File: src/rtl/mem_port_arbiter.sv
// ---------------------------------------------------------------------------
// mem_port_arbiter
// Shares one unified instruction/data memory port between the IF stage
// (fetch) and the MEM stage (load/store). At most one access is in flight.
// Data wins over fetch, except that a waiting fetch is forced through after
// MAX_D_STREAK consecutive data grants. A watchdog aborts accesses whose
// ack never arrives and completes them with a NOP (fetch) or zero (data).
//
// Ports:
//   clk, reset            clock, synchronous active-high reset
//   if_req/if_addr        fetch request (level, held until if_done)
//   if_rdata/if_done      fetched word and its one-cycle completion pulse
//   d_ctrl/d_addr/d_wdata data request: 10 read, 01 write, 00/11 none
//   d_rdata/d_done        load data and its one-cycle completion pulse
//   stall_if/stall_mem    combinational per-stage stalls
//   mem_req/mem_we/mem_addr/mem_wdata  registered memory request
//   mem_rdata/mem_ack     memory response
//   timeout               sticky watchdog flag, cleared only by reset
// ---------------------------------------------------------------------------
module mem_port_arbiter #(
  parameter int unsigned TIMEOUT      = 16,
  parameter int unsigned MAX_D_STREAK = 4
) (
  input  logic        clk,
  input  logic        reset,
  input  logic        if_req,
  input  logic [31:0] if_addr,
  output logic [31:0] if_rdata,
  output logic        if_done,
  input  logic [1:0]  d_ctrl,
  input  logic [31:0] d_addr,
  input  logic [31:0] d_wdata,
  output logic [31:0] d_rdata,
  output logic        d_done,
  output logic        stall_if,
  output logic        stall_mem,
  output logic        mem_req,
  output logic        mem_we,
  output logic [31:0] mem_addr,
  output logic [31:0] mem_wdata,
  input  logic [31:0] mem_rdata,
  input  logic        mem_ack,
  output logic        timeout
);

  typedef enum logic [1:0] {
    ST_IDLE  = 2'b00,
    ST_FETCH = 2'b01,
    ST_DATA  = 2'b10
  } state_t;

  localparam logic [7:0]  WAIT_LAST  = 8'(TIMEOUT - 1);
  localparam logic [3:0]  STREAK_MAX = 4'(MAX_D_STREAK);
  localparam logic [31:0] NOP_INSN   = 32'h0000_0013;

  state_t      state_q;
  logic [3:0]  streak_q;
  logic [7:0]  wait_q;
  logic        mem_req_q;
  logic        mem_we_q;
  logic [31:0] mem_addr_q;
  logic [31:0] mem_wdata_q;
  logic [31:0] if_rdata_q;
  logic [31:0] d_rdata_q;
  logic        if_done_q;
  logic        d_done_q;
  logic        timeout_q;

  logic d_rd_s;
  logic d_wr_s;
  logic d_pend_s;
  logic can_grant_s;
  logic grant_data_s;
  logic grant_fetch_s;

  assign d_rd_s   = (d_ctrl == 2'b10);
  assign d_wr_s   = (d_ctrl == 2'b01);
  assign d_pend_s = d_rd_s | d_wr_s;

  // No grant in the done cycle: the finishing requester still holds its
  // request, and this also enforces the 3-cycle grant spacing.
  assign can_grant_s = (state_q == ST_IDLE) & ~if_done_q & ~d_done_q;

  // Grant decision: data first unless a waiting fetch has hit the streak cap.
  always_comb begin
    grant_data_s  = 1'b0;
    grant_fetch_s = 1'b0;
    if (can_grant_s) begin
      if (d_pend_s && !(if_req && (streak_q == STREAK_MAX))) begin
        grant_data_s = 1'b1;
      end else if (if_req) begin
        grant_fetch_s = 1'b1;
      end else begin
        grant_fetch_s = 1'b0;
      end
    end else begin
      grant_data_s  = 1'b0;
      grant_fetch_s = 1'b0;
    end
  end

  // Arbiter FSM with registered memory-side and requester-side outputs.
  always_ff @(posedge clk) begin
    if (reset) begin
      state_q     <= ST_IDLE;
      streak_q    <= 4'd0;
      wait_q      <= 8'd0;
      mem_req_q   <= 1'b0;
      mem_we_q    <= 1'b0;
      mem_addr_q  <= 32'd0;
      mem_wdata_q <= 32'd0;
      if_rdata_q  <= 32'd0;
      d_rdata_q   <= 32'd0;
      if_done_q   <= 1'b0;
      d_done_q    <= 1'b0;
      timeout_q   <= 1'b0;
    end else begin
      if_done_q <= 1'b0;
      d_done_q  <= 1'b0;
      case (state_q)
        ST_IDLE: begin
          if (grant_data_s) begin
            state_q     <= ST_DATA;
            mem_req_q   <= 1'b1;
            mem_we_q    <= d_wr_s;
            mem_addr_q  <= d_addr;
            mem_wdata_q <= d_wr_s ? d_wdata : 32'd0;
            wait_q      <= 8'd0;
            // Only count data grants that make a fetch wait.
            if (!if_req) begin
              streak_q <= 4'd0;
            end else if (streak_q != STREAK_MAX) begin
              streak_q <= streak_q + 4'd1;
            end else begin
              streak_q <= streak_q;
            end
          end else if (grant_fetch_s) begin
            state_q     <= ST_FETCH;
            mem_req_q   <= 1'b1;
            mem_we_q    <= 1'b0;
            mem_addr_q  <= if_addr;
            mem_wdata_q <= 32'd0;
            wait_q      <= 8'd0;
            streak_q    <= 4'd0;
          end else if (!if_req) begin
            streak_q <= 4'd0;
          end else begin
            streak_q <= streak_q;
          end
        end
        ST_FETCH, ST_DATA: begin
          // An ack on the watchdog's last cycle still wins.
          if (mem_ack) begin
            state_q   <= ST_IDLE;
            mem_req_q <= 1'b0;
            mem_we_q  <= 1'b0;
            if (state_q == ST_FETCH) begin
              if_rdata_q <= mem_rdata;
              if_done_q  <= 1'b1;
            end else begin
              d_rdata_q <= mem_we_q ? 32'd0 : mem_rdata;
              d_done_q  <= 1'b1;
            end
          end else if (wait_q == WAIT_LAST) begin
            state_q   <= ST_IDLE;
            mem_req_q <= 1'b0;
            mem_we_q  <= 1'b0;
            timeout_q <= 1'b1;
            if (state_q == ST_FETCH) begin
              if_rdata_q <= NOP_INSN;
              if_done_q  <= 1'b1;
            end else begin
              d_rdata_q <= 32'd0;
              d_done_q  <= 1'b1;
            end
          end else begin
            wait_q <= wait_q + 8'd1;
          end
        end
        default: begin
          state_q   <= ST_IDLE;
          mem_req_q <= 1'b0;
          mem_we_q  <= 1'b0;
        end
      endcase
    end
  end

  assign mem_req   = mem_req_q;
  assign mem_we    = mem_we_q;
  assign mem_addr  = mem_addr_q;
  assign mem_wdata = mem_wdata_q;
  assign if_rdata  = if_rdata_q;
  assign d_rdata   = d_rdata_q;
  assign if_done   = if_done_q;
  assign d_done    = d_done_q;
  assign timeout   = timeout_q;
  assign stall_if  = if_req & ~if_done_q;
  assign stall_mem = d_pend_s & ~d_done_q;

endmodule

File: config.mk
export PLATFORM = sky130hd
export DESIGN_NAME = mem_port_arbiter
export DESIGN_NICKNAME = d
export VERILOG_FILES = /design/src/rtl/mem_port_arbiter.sv
export SDC_FILE = /design/constraint.sdc
export NUM_CORES = 1
export LEC_CHECK = 0
export BUFFER_PORTS_ARGS = -buffer_cell sky130_fd_sc_hd__buf_2
export CAP_MARGIN = 20
export CORE_AREA = 2 2 115 117
export DETAILED_ROUTE_END_ITERATION = 6
export DIE_AREA = 0 0 117 119
export PLACE_DENSITY = 0.86
export SLEW_MARGIN = 10
export SYNTH_ARGS = -nofsm -noshare
export SYNTH_HDL_FRONTEND = slang
export SYNTH_SLANG_ARGS = --single-unit
File: constraint.sdc
create_clock -name clk -period 2.2 [get_ports clk]
set_clock_uncertainty 0.2 [all_clocks]
set_input_delay 0.11 -clock clk [delete_from_list [all_inputs] [get_ports clk]]
set_output_delay 0.11 -clock clk [all_outputs]
set_load 0.05 [all_outputs]
# After elaboration in Yosys (flattened, before gate mapping)
# Index checks and enable logic that the tools add are counted.
[totals]
register_bits = 147
input_bits = 134
output_inout_bits = 135
wordCells = 101
[op_classes]
addsub = 2
eq_ne = 13
n_mux = 48
bitwise_logic = 10
n_reduce_logical = 16
[ops]
columns = ["cell", "count"]
rows = [
  ["32-bit two-way mux", 14],
  ["8-bit two-way mux", 4],
  ["4-bit two-way mux", 5],
  ["1-bit two-way mux", 17],
  ["8-bit one-hot mux with 2 select lines", 1],
  ["3-bit AND reduction", 4],
  ["8-bit by 1-bit adder with 8-bit output (second input constant)", 1],
  ["8-bit by 4-bit == test with 1-bit output (second input constant)", 1],
  ["2-bit two-way mux", 4],
  ["3-bit inequality test (second input constant)", 2],
  ["2-bit nonzero test", 3],
  ["1-bit inverter", 5],
  ["4-bit by 1-bit adder with 4-bit output (second input constant)", 1],
  ["1-bit bitwise AND", 4],
  ["2-bit by 1-bit == test with 1-bit output (second input constant)", 2],
  ["2-bit == test (second input constant)", 2],
  ["4-bit by 3-bit == test with 1-bit output (second input constant)", 1],
  ["2-bit inequality test (second input constant)", 2],
  ["4-bit by 3-bit inequality test with 1-bit output (second input constant)", 1],
  ["1-bit one-hot mux with 2 select lines", 2],
  ["2-bit one-hot mux with 2 select lines", 1],
  ["2-bit AND reduction", 2],
  ["4-bit AND reduction", 1],
  ["2-bit OR reduction", 2],
  ["other kinds (6)", 7],
]

# Depth between registers and ports, before layout
# Gate-level depths: netlist of run 1.
[depth]
word_depth = 9
mapped_depth = 9
ltp_nobuf = 6

# Least setup slack after synthesis of run 1
# OpenSTA, ideal clock, no wires.
[synth_timing]
kind = "reg-to-reg"
from = "register state_q[0]"
to = "register d_rdata_q[10], in the netlist d_rdata[10]"
setup_ns = 0.060
arrival_ns = 1.770
required_ns = 1.940
path_slack_ns = 0.169
stages_incl_launch_ff = 8
path_buffers = 1
synth_period_minus_slack_ns = 2.031
cell_sequence = "dfxtp_1 inv_1 ha_1 inv_2 or3_1 nor3b_2 buf_2 a22o_1"
[synth_via]
elab_chain_len = 3
elab_cells_between_ends = 5
cone_classes = "2 x eq/ne; 1 x bitwise; 2 x reduce/logical"
[synth_lines]
columns = ["item", "line", "source"]
rows = [
  ["from (decl)", "56", "state_t state_q;"],
  ["from (signal assigned)", "105", "state_q <= ST_IDLE;"],
  ["from (signal assigned)", "123", "state_q <= ST_DATA;"],
  ["from (signal assigned)", "138", "state_q <= ST_FETCH;"],
  ["2-bit by 1-bit == test with 1-bit output or 2-bit == test (tied branches)", "120, 157, 169", ""],
  ["2-bit OR reduction or 1-bit inverter (tied branches)", "-", ""],
  ["3-bit AND reduction (no line) *", "-", ""],
  ["to (signal assigned)", "161", "d_rdata_q <= mem_we_q ? 32'd0 : mem_rdata;"],
  ["to (decl)", "64", "logic [31:0] d_rdata_q;"],
]
# Mark *: on every way between the ends. The rest lies on a longest branch, timed or not.
# A chain may end at the register's enable or synchronous reset.

# Worst setup path after layout of run 1
[layout_timing]
from = "register state_q[1]"
to = "register mem_addr_q[14], in the netlist mem_addr[14]"
[layout_via]
elab_chain_len = 6
elab_cells_between_ends = 8
cone_classes = "3 x mux; 2 x bitwise; 3 x reduce/logical"
[layout_lines]
columns = ["item", "line", "source"]
rows = [
  ["2-bit zero test *", "82, 120", ""],
  ["1-bit bitwise AND (2 in series)", "82", "assign can_grant_s = (state_q == ST_IDLE) & ~if_done_q & ~d_done_q;"],
  ["1-bit two-way mux", "88", "if (can_grant_s) begin"],
  ["2-bit nonzero test (no line)", "-", ""],
  ["2-bit AND reduction (no line)", "-", ""],
  ["to (signal assigned)", "126", "mem_addr_q <= d_addr;"],
  ["to (signal assigned)", "141", "mem_addr_q <= if_addr;"],
  ["to (decl)", "61", "logic [31:0] mem_addr_q;"],
]
# Marks and branches as above.

==> flow_summary.yaml, run 1 <==
route:
  drt-total-wl_um: 21300
  dr.pass1.iters: 6
  wire_per_inst_um: 18.0
  drc: 0
  routed_via_density: 5.46
  via_count: 6438
  final_antenna_net_count: 0
  drt-initial-drc-count: 471
min_path:
  hold_path_depth: 7
  hold_path_class: "in2reg"
synth:
  synth_mux_area_share_pct: 6.47
  synth_warnings: 0
  synth_compound_area_share_pct: 22.8
  netlist_area_um2: 5720
  synth_nets: 740
  ys.flop_type: "dfxtp_1"
  ys_seq_area_share_pct: 51.4
  synth-xor-area-share_pct: 0
  synth_edf_count: 0
  syn_inst: 600
  synth_top_family_by_area: "compound AO/OA/AOI/OAI gates"
  postSynthAreaPerCell_um2: 9.54
  synth-simple-area-share_pct: 12.6
  synthArstFlopShare_pct: 0
  ys_ff_latch: 147
  synthDistinctLibCells: 45
  synth_fa_ha_area_share_pct: 1.31
power_and_ir_drop:
  seqPwrFrac_pct: 30.1
  power.leakage_nw: 4.24
  p_int_w: 0.00662
  power_frac_clock_pct: 27.1
  switching_share_pct: 42.0
  power_switching_w: 0.00479
  vdd_drop_max_mv: 0.684
  power_density_nw_per_um2: 1220
  p_comb_share_pct: 42.8
global_route:
  grt_max_degree: 66
  grt_usage_pct: 30.2
  antenna_found_initial: 2
  grt_pass1_vias: 6513
  overflow: 0
  grt_pass1_wl_um: 32800
timing:
  worst_pin_slew_ns: 0.648
  max_freq_ghz: 0.423
  rsz0062_at_grt: "yes"
  period_minus_slack_ns: 2.36
  fin_crit_sh_pct: 107
  slew_viol_final: 0
  finalSetupViolCount: 1
  slew_headroom_pct: 56.8
  final_hold_viol_count: 0
  fin_ws_ns: -0.163
layout:
  final.fill_count: 844
  final_nets: 1129
  register_area_um2: 2950
  syn2layout_area_growth_pct: 62.7
  post-route-cell-area_um2: 9310
  drive_gt1_share_pct: 34.2
  multi_input_area_um2: 2560
critical_path:
  reg2reg_from: "state_q[1]"
  reg2reg_depth: 8
  crit_path_max_fanout: 15
  critical_path_class: "reg2reg"
  cp.depth: 8
  end_kind: "register"
  critPathSlowestCell: "mux2i_1"
  critPathTopFamily: "simple AND/OR/NAND/NOR gates"
  cp.required_ns: 2.27
  worstPathCellList: "inv_1 -> ha_4 -> nor3b_4 -> nor3b_4 -> buf_4 -> buf_12 -> mux2i_1 -> a211oi_1"
  worstSetupStartpoint: "state_q[1]"
  cpPeakStageDelay_ns: 0.45
  rr_endpoint: "mem_addr[14]"
  arrival_ns: 2.43
  cp-endpoint: "mem_addr[14]"
  r2r_setup_slack_ns: -0.16
  crit_top_cell: "nor3b_4"
  cp-start-kind: "register"
  crit_buf_inv: 3
outcome:
  status: "complete, but fails checks"
  violations: "setup timing"
place:
  post_dp_cell_area_um2: 7250
  place_hpwl_um: 11600
  io_buffers: 268
  gp_congestion: 0.882
  pre_cts_ws_ns: 0.0235
cts:
  cts_buffers: 17
  cts_tree: "yes"
  htree_levels: 4
  clockBufferDepth: 2
  clk_latency_ns: 0.41
  clkTransAtPathRegs_ns: 0.06
  cts_sinks: 147
  root_buffer: "clkbuf_16"
die:
  initial_core_util_pct: 44.5
  die_w_um: 117
  rows: 42
  design.die.area_um2: 13900
  boundaryPins: 269
  dieHeight_um: 119
  core_um2: 12900
flow_run:
  cap_violations: 0
==> per-layer routing <==
metal | up-vias | part of all wire (%) | global-route usage (%) | routed length (um)
li1 | 2938 | - | - | -
met1 | 3011 | 36 | 32.6 | 7770
met2 | 367 | 51 | 51.4 | 10900
met3 | 122 | 6.0 | 8.19 | 1270
met4 | 0 | 6.1 | 18.9 | 1310
met5 | - | 0 | 0 | 0
==> worst min path at each step <==
stage	endpoint	start	slack [ns]
after floorplan	d_rdata[10]	mem_rdata[10]	0.04
after global routing	mem_we	d_ctrl[1]	0.18
final	mem_we	d_ctrl[1]	0.16
after global placement	d_rdata[11]	mem_rdata[11]	0.14
after detailed placement	d_rdata[4]	mem_rdata[4]	0.14
after CTS	mem_we	d_ctrl[1]	0.13
==> sequential cells by signal, indices dropped and copies added (netlist names) <==
register and cells:
mem_we 1, wait_q 8, mem_wdata 32, streak_q 4
state_q 2, if_done 1, d_rdata 32, mem_addr 32
d_done 1, if_rdata 32, timeout 1, mem_req 1
==> metrics by stage <==
stage                     std cells  hold WS, ns  power (W)  setup TNS, ns  util, %
after detailed placement       1012        0.143    0.00784              0     56.3
after CTS                      1175        0.133     0.0111              0     71.5
after global routing           1178        0.178     0.0119         -0.285     72.3
after global placement         1012        0.139    0.00777              0     56.3
final                          1180        0.158     0.0114         -0.163     72.3
after floorplan                 600       0.0427    0.00680              0        -
==> power by group through the flow <==
stage / Sequential, W / Clock (W) / Combinational (W)
3_5_place_dp: 0.00345 / 0 / 0.00439
3_3_place_gp: 0.00343 / 0 / 0.00434
4_1_cts: 0.00340 / 0.00312 / 0.00459
2_1_floorplan: 0.00498 / 0 / 0.00182
6_report: 0.00344 / 0.00309 / 0.00488
5_1_grt: 0.00348 / 0.00325 / 0.00513
==> worst reg2reg max path, stage by stage, from the launching register on <==
cell	delay, ns
dfxtp_1	0.31
inv_1	0.11
ha_4	0.14
nor3b_4	0.26
nor3b_4	0.22
buf_4	0.18
buf_12	0.18
mux2i_1	0.47
a211oi_1	0.15
==> area by class of cell <==
class                   count  area share (%)
flip-flops and latches    147            31.6
repair buffers            419            31.1
multi-input cells         392            27.5
clock buffers              19            4.86
well taps                 176            2.36
clock inverters            13            1.96
inverters                  12           0.484
diodes                      2          0.0537
==> layout by cell type (no fill, tap or decap), types with 6 or more instances in the layout <==
cell type,netlist,routed
a22o_1,32,32
o21ai_0,35,35
clkbuf_16,0,18
inv_1,11,11
dlygate4sd3_1,0,131
a21oi_1,43,42
buf_12,3,6
dfxtp_1,147,145
buf_2,12,267
a211oi_1,36,33
nand3_1,7,7
buf_4,0,14
mux2i_1,37,34
nand2b_1,6,6
nor2_1,72,72
a22oi_1,32,32
nand2_1,43,43
==> repair_timing <==
action                                  4_1_cts  5_1_grt
cloned                                        0        1
hold buffers                                131        0
endpoints found under the hold margin       141        0
gates resized for setup                       1       14
buffers inserted                              0        2
endpoints found under the setup margin        1      105
pin swaps                                     0        3
==> logic make-up after synthesis <==
logic type / Yosys count
compound gates: 194
simple gates: 155
flops: 147
buf+inv: 61
mux: 37
fa+ha+maj: 6
==> Yosys cell counts, types with 2 or more instances <==
| master | n | area, um2 |
|---|---|---|
| o31ai_1 | 2 | 15.0 |
| o21a_1 | 4 | 30.0 |
| dfxtp_1 | 147 | 2940 |
| nand3_1 | 7 | 35.0 |
| a22oi_1 | 32 | 240 |
| o211ai_1 | 2 | 15.0 |
| buf_12 | 3 | 60.1 |
| and3_1 | 2 | 12.5 |
| and2_1 | 2 | 12.5 |
| nor2_1 | 72 | 270 |
| mux2i_1 | 37 | 370 |
| a31oi_1 | 2 | 12.5 |
| nor2b_1 | 4 | 25.0 |
| or4_1 | 2 | 15.0 |
| clkbuf_1 | 30 | 113 |
| buf_6 | 2 | 22.5 |
| o21ai_0 | 35 | 175 |
| ha_1 | 6 | 75.1 |
| nor4_2 | 2 | 25.0 |
| buf_1 | 2 | 7.51 |
| a22o_1 | 32 | 280 |
| a21oi_1 | 43 | 215 |
| a211oi_1 | 36 | 270 |
| nand2b_1 | 6 | 37.5 |
| buf_2 | 12 | 60.1 |
| nor3b_2 | 2 | 25.0 |
| nor3_1 | 4 | 20.0 |
| inv_1 | 11 | 41.3 |
| nand2_1 | 43 | 161 |
Power figures use the tool's default switching activity.
==> run 2, diff against run 1 <==
==> constraint.sdc (replaced) <==
create_clock -name clk -period 2.35 [get_ports clk]
set_clock_uncertainty 0.2 [all_clocks]
set_input_delay 0.1175 -clock clk [delete_from_list [all_inputs] [get_ports clk]]
set_output_delay 0.1175 -clock clk [all_outputs]
set_load 0.05 [all_outputs]
==> run 2 against run 1 <==
Against the previous run:
- the run now ends clean
- design area shrank 1.5%
- fmax grew 3.9%
- largest power group unchanged
- routed wire length is 3.0% higher
- clock power decreased by 8.1%
- hold slack better by 0.047 ns
- sequential share of layout area increased by 0.44 points
- utilization fell by 1.0 points
==> flow_summary.yaml, run 2 (synthesized netlist as in run 1, its figures left out) <==
timing:
  slew_headroom_pct: 58.0
  final_hold_viol_count: 0
  slew_viol_final: 0
  finalSetupViolCount: 0
  fin_tns_setup_ns: 0
  max_freq_ghz: 0.440
  timing.hold.ws_ns: 0.205
  fin_crit_sh_pct: 96.8
  period_minus_slack_ns: 2.28
  worst_pin_slew_ns: 0.631
  fin_ws_ns: 0.0748
power_and_ir_drop:
  power.leakage_nw: 4.19
  power_w: 0.0105
  vdd_drop_max_mv: 0.687
  power_density_nw_per_um2: 1150
critical_path:
  critPathTopFamily: "simple AND/OR/NAND/NOR gates"
  critical_path_class: "reg2reg"
  worstPathCellList: "inv_1 -> ha_1 -> and4b_1 -> nor3b_4 -> buf_12 -> mux2i_2 -> a211oi_1"
  cpPeakStageDelay_ns: 0.38
  critPathSlowestCell: "dfxtp_1"
  crit_buf_inv: 2
  cp-start-kind: "register"
  end_kind: "register"
  cp.required_ns: 2.42
  arrival_ns: 2.35
  crit_path_max_fanout: 27
global_route:
  grt_pass1_wl_um: 33900
  overflow: 0
  antenna_found_initial: 0
  grt_usage_pct: 31.4
  grt_max_degree: 66
  grt_pass1_vias: 6600
layout:
  final_nets: 1125
  layout_commonest_cell: "buf_2"
  post-route-cell-area_um2: 9180
  syn2layout_area_growth_pct: 60.3
  drive_gt1_share_pct: 33.2
  final_cell_mix: "267 x buf_2, 147 x dfxtp_1, 131 x dlygate4sd3_1"
die:
  design.die.area_um2: 13900
  die_w_um: 117
  dieHeight_um: 119
  boundaryPins: 269
  initial_core_util_pct: 44.5
  rows: 42
  core_um2: 12900
min_path:
  hold_path_class: "in2reg"
cts:
  cts_buffers: 17
  cts_sinks: 147
  clkTransAtPathRegs_ns: 0.06
  clockBufferDepth: 2
  clk_latency_ns: 0.42
  cts_tree: "yes"
  root_buffer: "clkbuf_16"
  htree_levels: 4
route:
  wire_per_inst_um: 18.7
  routed_via_density: 5.51
  via_count: 6478
  dr.pass1.iters: 5
  drt-initial-drc-count: 595
  drc: 0
  drt-total-wl_um: 21900
  final_antenna_net_count: 0
flow_run:
  cap_violations: 0
place:
  gp_congestion: 0.887
  place_hpwl_um: 11900
  io_buffers: 268
  pre_cts_ws_ns: 0.192
  post_dp_cell_area_um2: 7210
outcome:
  status: "finished, final reports clean"
[run 2: worst paths after layout]
path	cells after the start	from	to	slack, ns
max	7	streak_q[0]	mem_addr[5]	0.07
min	6	d_ctrl[0]	mem_we	0.20
max reg2reg	7	streak_q[0]	mem_addr[5]	0.07
min reg2reg	1	if_rdata[0]	if_rdata[0]	0.27
[run 2: per-stage QoR]
stage          instances  utilization, %
2_1_floorplan        600               -
3_3_place_gp        1010            56.0
3_5_place_dp        1010            56.0
4_1_cts             1173            71.0
5_1_grt             1174            71.3
6_report            1175            71.3
[run 2: power breakdown]
group	leakage (nW)	total, W	internal, W	switching, W
sequential	1.20	0.00321	0.00294	0.000269
combinational	2.69	0.00448	0.00132	0.00316
clock	0.295	0.00284	0.00176	0.00108
total	4.19	0.0105	0.00602	0.00451
[run 2: worst reg2reg max path: stages, from the launching register on]
cell,delay (ns)
dfxtp_1,0.38
inv_1,0.08
ha_1,0.19
and4b_1,0.28
nor3b_4,0.27
buf_12,0.26
mux2i_2,0.34
a211oi_1,0.11
[run 2: cell type report]
type                    instances  area, um2
multi-input cells             392       2520
clock inverters                12        153
clock buffers                  20        467
fillers                       841       3700
inverters                      12       45.0
well taps                     176        220
repair buffers                415       2830
flip-flops and latches        147       2940
diodes                          1       2.50
[run 2: layer usage]
metal / up-vias / GRT usage [%] / wire length, um
met5: - / 0 / 0
met4: 0 / 21.7 / 1410
met3: 130 / 10.0 / 1630
met2: 411 / 51.9 / 11000
met1: 3013 / 33.6 / 7880
li1: 2924 / - / -
[run 2: what timing repair did]
| action | 4_1_cts | 5_1_grt |
|---|---|---|
| setup buffers | 0 | 1 |
| hold buffers | 131 | 0 |
| hold endpoints to repair | 141 | 0 |
| resized for setup | 0 | 5 |
| setup endpoints to repair | 0 | 11 |
==> run 3, diff against run 2 <==
--- a/config.mk
+++ b/config.mk
@@ -5,12 +5,13 @@
 export SDC_FILE = /design/constraint.sdc
 export NUM_CORES = 1
 export LEC_CHECK = 0
+export ABC_AREA = 1
 export BUFFER_PORTS_ARGS = -buffer_cell sky130_fd_sc_hd__buf_2
 export CAP_MARGIN = 20
-export CORE_AREA = 2 2 115 117
+export CORE_AREA = 2 2 119 121
 export DETAILED_ROUTE_END_ITERATION = 6
-export DIE_AREA = 0 0 117 119
-export PLACE_DENSITY = 0.86
+export DIE_AREA = 0 0 121 123
+export PLACE_DENSITY = 0.87
 export SLEW_MARGIN = 10
 export SYNTH_ARGS = -nofsm -noshare
 export SYNTH_HDL_FRONTEND = slang
==> run 3 against run 2 <==
Against the previous run:
- design area grew 6.7%
- critical path depth rose by 4
- global-route usage grew 0.14 points
- combinational power grew 13%
- cell count increased by 25%
- synthesized cell count rose by 49%
- fmax is 6.2% higher
- clock power barely moved
- critical path type unchanged
- critical endpoint is now mem_addr[26]
==> flow_summary.yaml, run 3 <==
place:
  post_dp_cell_area_um2: 7850
  gp_congestion: 0.820
  io_buffers: 268
  placed_cells: 1305
  place_hpwl_um: 13100
power_and_ir_drop:
  power_w: 0.0111
  power_density_nw_per_um2: 1140
  vdd_drop_max_mv: 0.882
  power.leakage_nw: 4.90
global_route:
  grt_pass1_vias: 7763
  grt_pass1_wl_um: 37200
  antenna_found_initial: 1
  grt_max_degree: 77
  overflow: 0
  grt_usage_pct: 31.6
die:
  core_um2: 13600
  initial_core_util_pct: 46.8
  dieHeight_um: 123
  die_w_um: 121
  boundaryPins: 269
  design.die.area_um2: 14900
  rows: 43
synth:
  syn_inst: 895
  synth_edf_count: 0
  synth_warnings: 0
  synthDistinctLibCells: 31
  synth_nets: 1035
  ys.flop_type: "dfxtp_1"
  synth_common_cells: "312 x nand2_1, 147 x dfxtp_1, 105 x a21oi_1, 85 x inv_1, 61 x nor2_1"
  synth_area_leader_cell: "dfxtp_1"
  yosysTopAreaCellShare_pct: 46.2
  yosysMostFrequentCell: "nand2_1"
  netlist_area_um2: 6370
  synthArstFlopShare_pct: 0
  ys_ff_latch: 147
  postSynthAreaPerCell_um2: 7.12
  ys_seq_area_share_pct: 46.2
  yosys-top-cells-area: "dfxtp_1 46%, nand2_1 18%, a21oi_1 8.2%"
cts:
  clockBufferDepth: 2
  cts_tree: "yes"
  htree_levels: 4
  clk_latency_ns: 0.42
  cts_sinks: 147
  cts_buffers: 17
  clkTransAtPathRegs_ns: 0.06
  root_buffer: "clkbuf_16"
timing:
  finalSetupViolCount: 0
  fin_crit_sh_pct: 91.2
  fin_tns_setup_ns: 0
  max_freq_ghz: 0.467
  final_hold_viol_count: 0
  worst_pin_slew_ns: 0.853
  slew_viol_final: 0
  timing.hold.ws_ns: 0.259
  slew_headroom_pct: 43.1
  rsz0062_at_grt: "no"
  period_minus_slack_ns: 2.14
critical_path:
  r2r_setup_slack_ns: 0.21
  arrival_ns: 2.30
  reg2reg_from: "state_q[1]"
  cp.required_ns: 2.51
  critical_path_class: "reg2reg"
  critPathSlowestCell: "dfxtp_1"
  cp.depth: 11
  cp-start-kind: "register"
  reg2reg_depth: 11
  rr_endpoint: "mem_addr[26]"
  worstPathCellList: "inv_1 -> ha_1 -> nand2_1 -> nor2_1 -> nand2_2 -> inv_2 -> buf_12 -> nand2_1 -> nand3_1 -> o211ai_1 -> inv_1"
  crit_buf_inv: 4
  cpPeakStageDelay_ns: 0.30
  end_kind: "register"
  critPathTopFamily: "buffers and inverters"
  crit_path_max_fanout: 19
route:
  drt-initial-drc-count: 769
  final_antenna_net_count: 0
  drc: 0
  drt-total-wl_um: 24300
  routed_via_density: 5.23
  via_count: 7683
  dr.pass1.iters: 7
  wire_per_inst_um: 16.5
layout:
  post-route-cell-area_um2: 9790
  multi_input_area_um2: 2780
  register_area_um2: 2940
  final.fill_count: 916
  drive_gt1_share_pct: 26.0
  final_nets: 1416
  layout_commonest_cell: "nand2_1"
  final_cell_mix: "312 x nand2_1, 268 x buf_2, 147 x dfxtp_1"
  instances_no_fill: 1470
  syn2layout_area_growth_pct: 53.7
min_path:
  hold_path_depth: 2
  hold_path_class: "reg2reg"
  min_from: "mem_we"
  hold_end: "mem_we"
flow_run:
  cap_violations: 0
outcome:
  status: "finished, final reports clean"
-- run 3: cell families (layout without fill, tap and decap cells) --
logic type	Yosys count	count (layout)	synth area share, %
DFF	147	147	46.2
buffers and inverters	147	541	10.1
AOI/OAI and AO/OA	150	150	13.6
adders and majority gates	6	6	1.18
other	0	1	0
and+or+nand+nor	443	443	28.6
xor gates and xnor gates	2	2	0.275
-- run 3: layout make-up --
| cell class | count | area share (%) |
|---|---|---|
| tap | 180 | 2.30 |
| sequential | 147 | 30.0 |
| timing repair buffer | 418 | 29.3 |
| clock buffer | 26 | 5.20 |
| antenna | 1 | 0.0255 |
| multi-input combinational | 601 | 28.4 |
| clock inverter | 6 | 1.19 |
| inverter | 91 | 3.49 |
-- run 3: report_power, final --
| group | total, W | internal [W] | leakage (nW) | switching [W] |
|---|---|---|---|---|
| Combinational | 0.00506 | 0.00135 | 3.39 | 0.00371 |
| Clock | 0.00286 | 0.00182 | 0.305 | 0.00104 |
| Sequential | 0.00321 | 0.00294 | 1.20 | 0.000276 |
| Total | 0.0111 | 0.00611 | 4.90 | 0.00502 |
-- run 3: timing repair --
| action | CTS | global route |
|---|---|---|
| setup endpoints to repair | 0 | 0 |
| endpoints found under the hold margin | 134 | 0 |
| hold buffers | 132 | 0 |
| gates resized for setup | 0 | 0 |
| setup buffers | 0 | 0 |
-- run 3: tightest hold or removal path: stages, from the launching register on --
cell	delay (ns)
dfxtp_1	0.31
nand2_1	0.06
a21oi_1	0.05
-- run 3: metal layers --
layer	global-route usage [%]	share of wire, %	vias to the layer above
met2	54.3	48	524
met5	0	0	-
met4	19.8	5.3	0
met3	9.13	9.8	104
li1	-	-	3590
met1	34.3	37	3465
-- run 3: stage by stage --
stage               utilization, %  setup slack (ns)
floorplan                        -             0.479
global placement              57.6             0.365
detailed placement            57.6             0.319
CTS                           71.9             0.310
global route                  72.0             0.122
finish                        72.0             0.208
-- run 3: how the worst max path moves through the flow --
stage / slack, ns / endpoint / start
6_report: 0.21 / mem_addr[26] / state_q[1]
2_1_floorplan: 0.48 / mem_addr[11] / d_done
5_1_grt: 0.12 / mem_addr[17] / state_q[0]
3_3_place_gp: 0.36 / mem_addr[21] / d_ctrl[0]
4_1_cts: 0.31 / wait_q[0] / state_q[0]
3_5_place_dp: 0.32 / wait_q[0] / state_q[0]
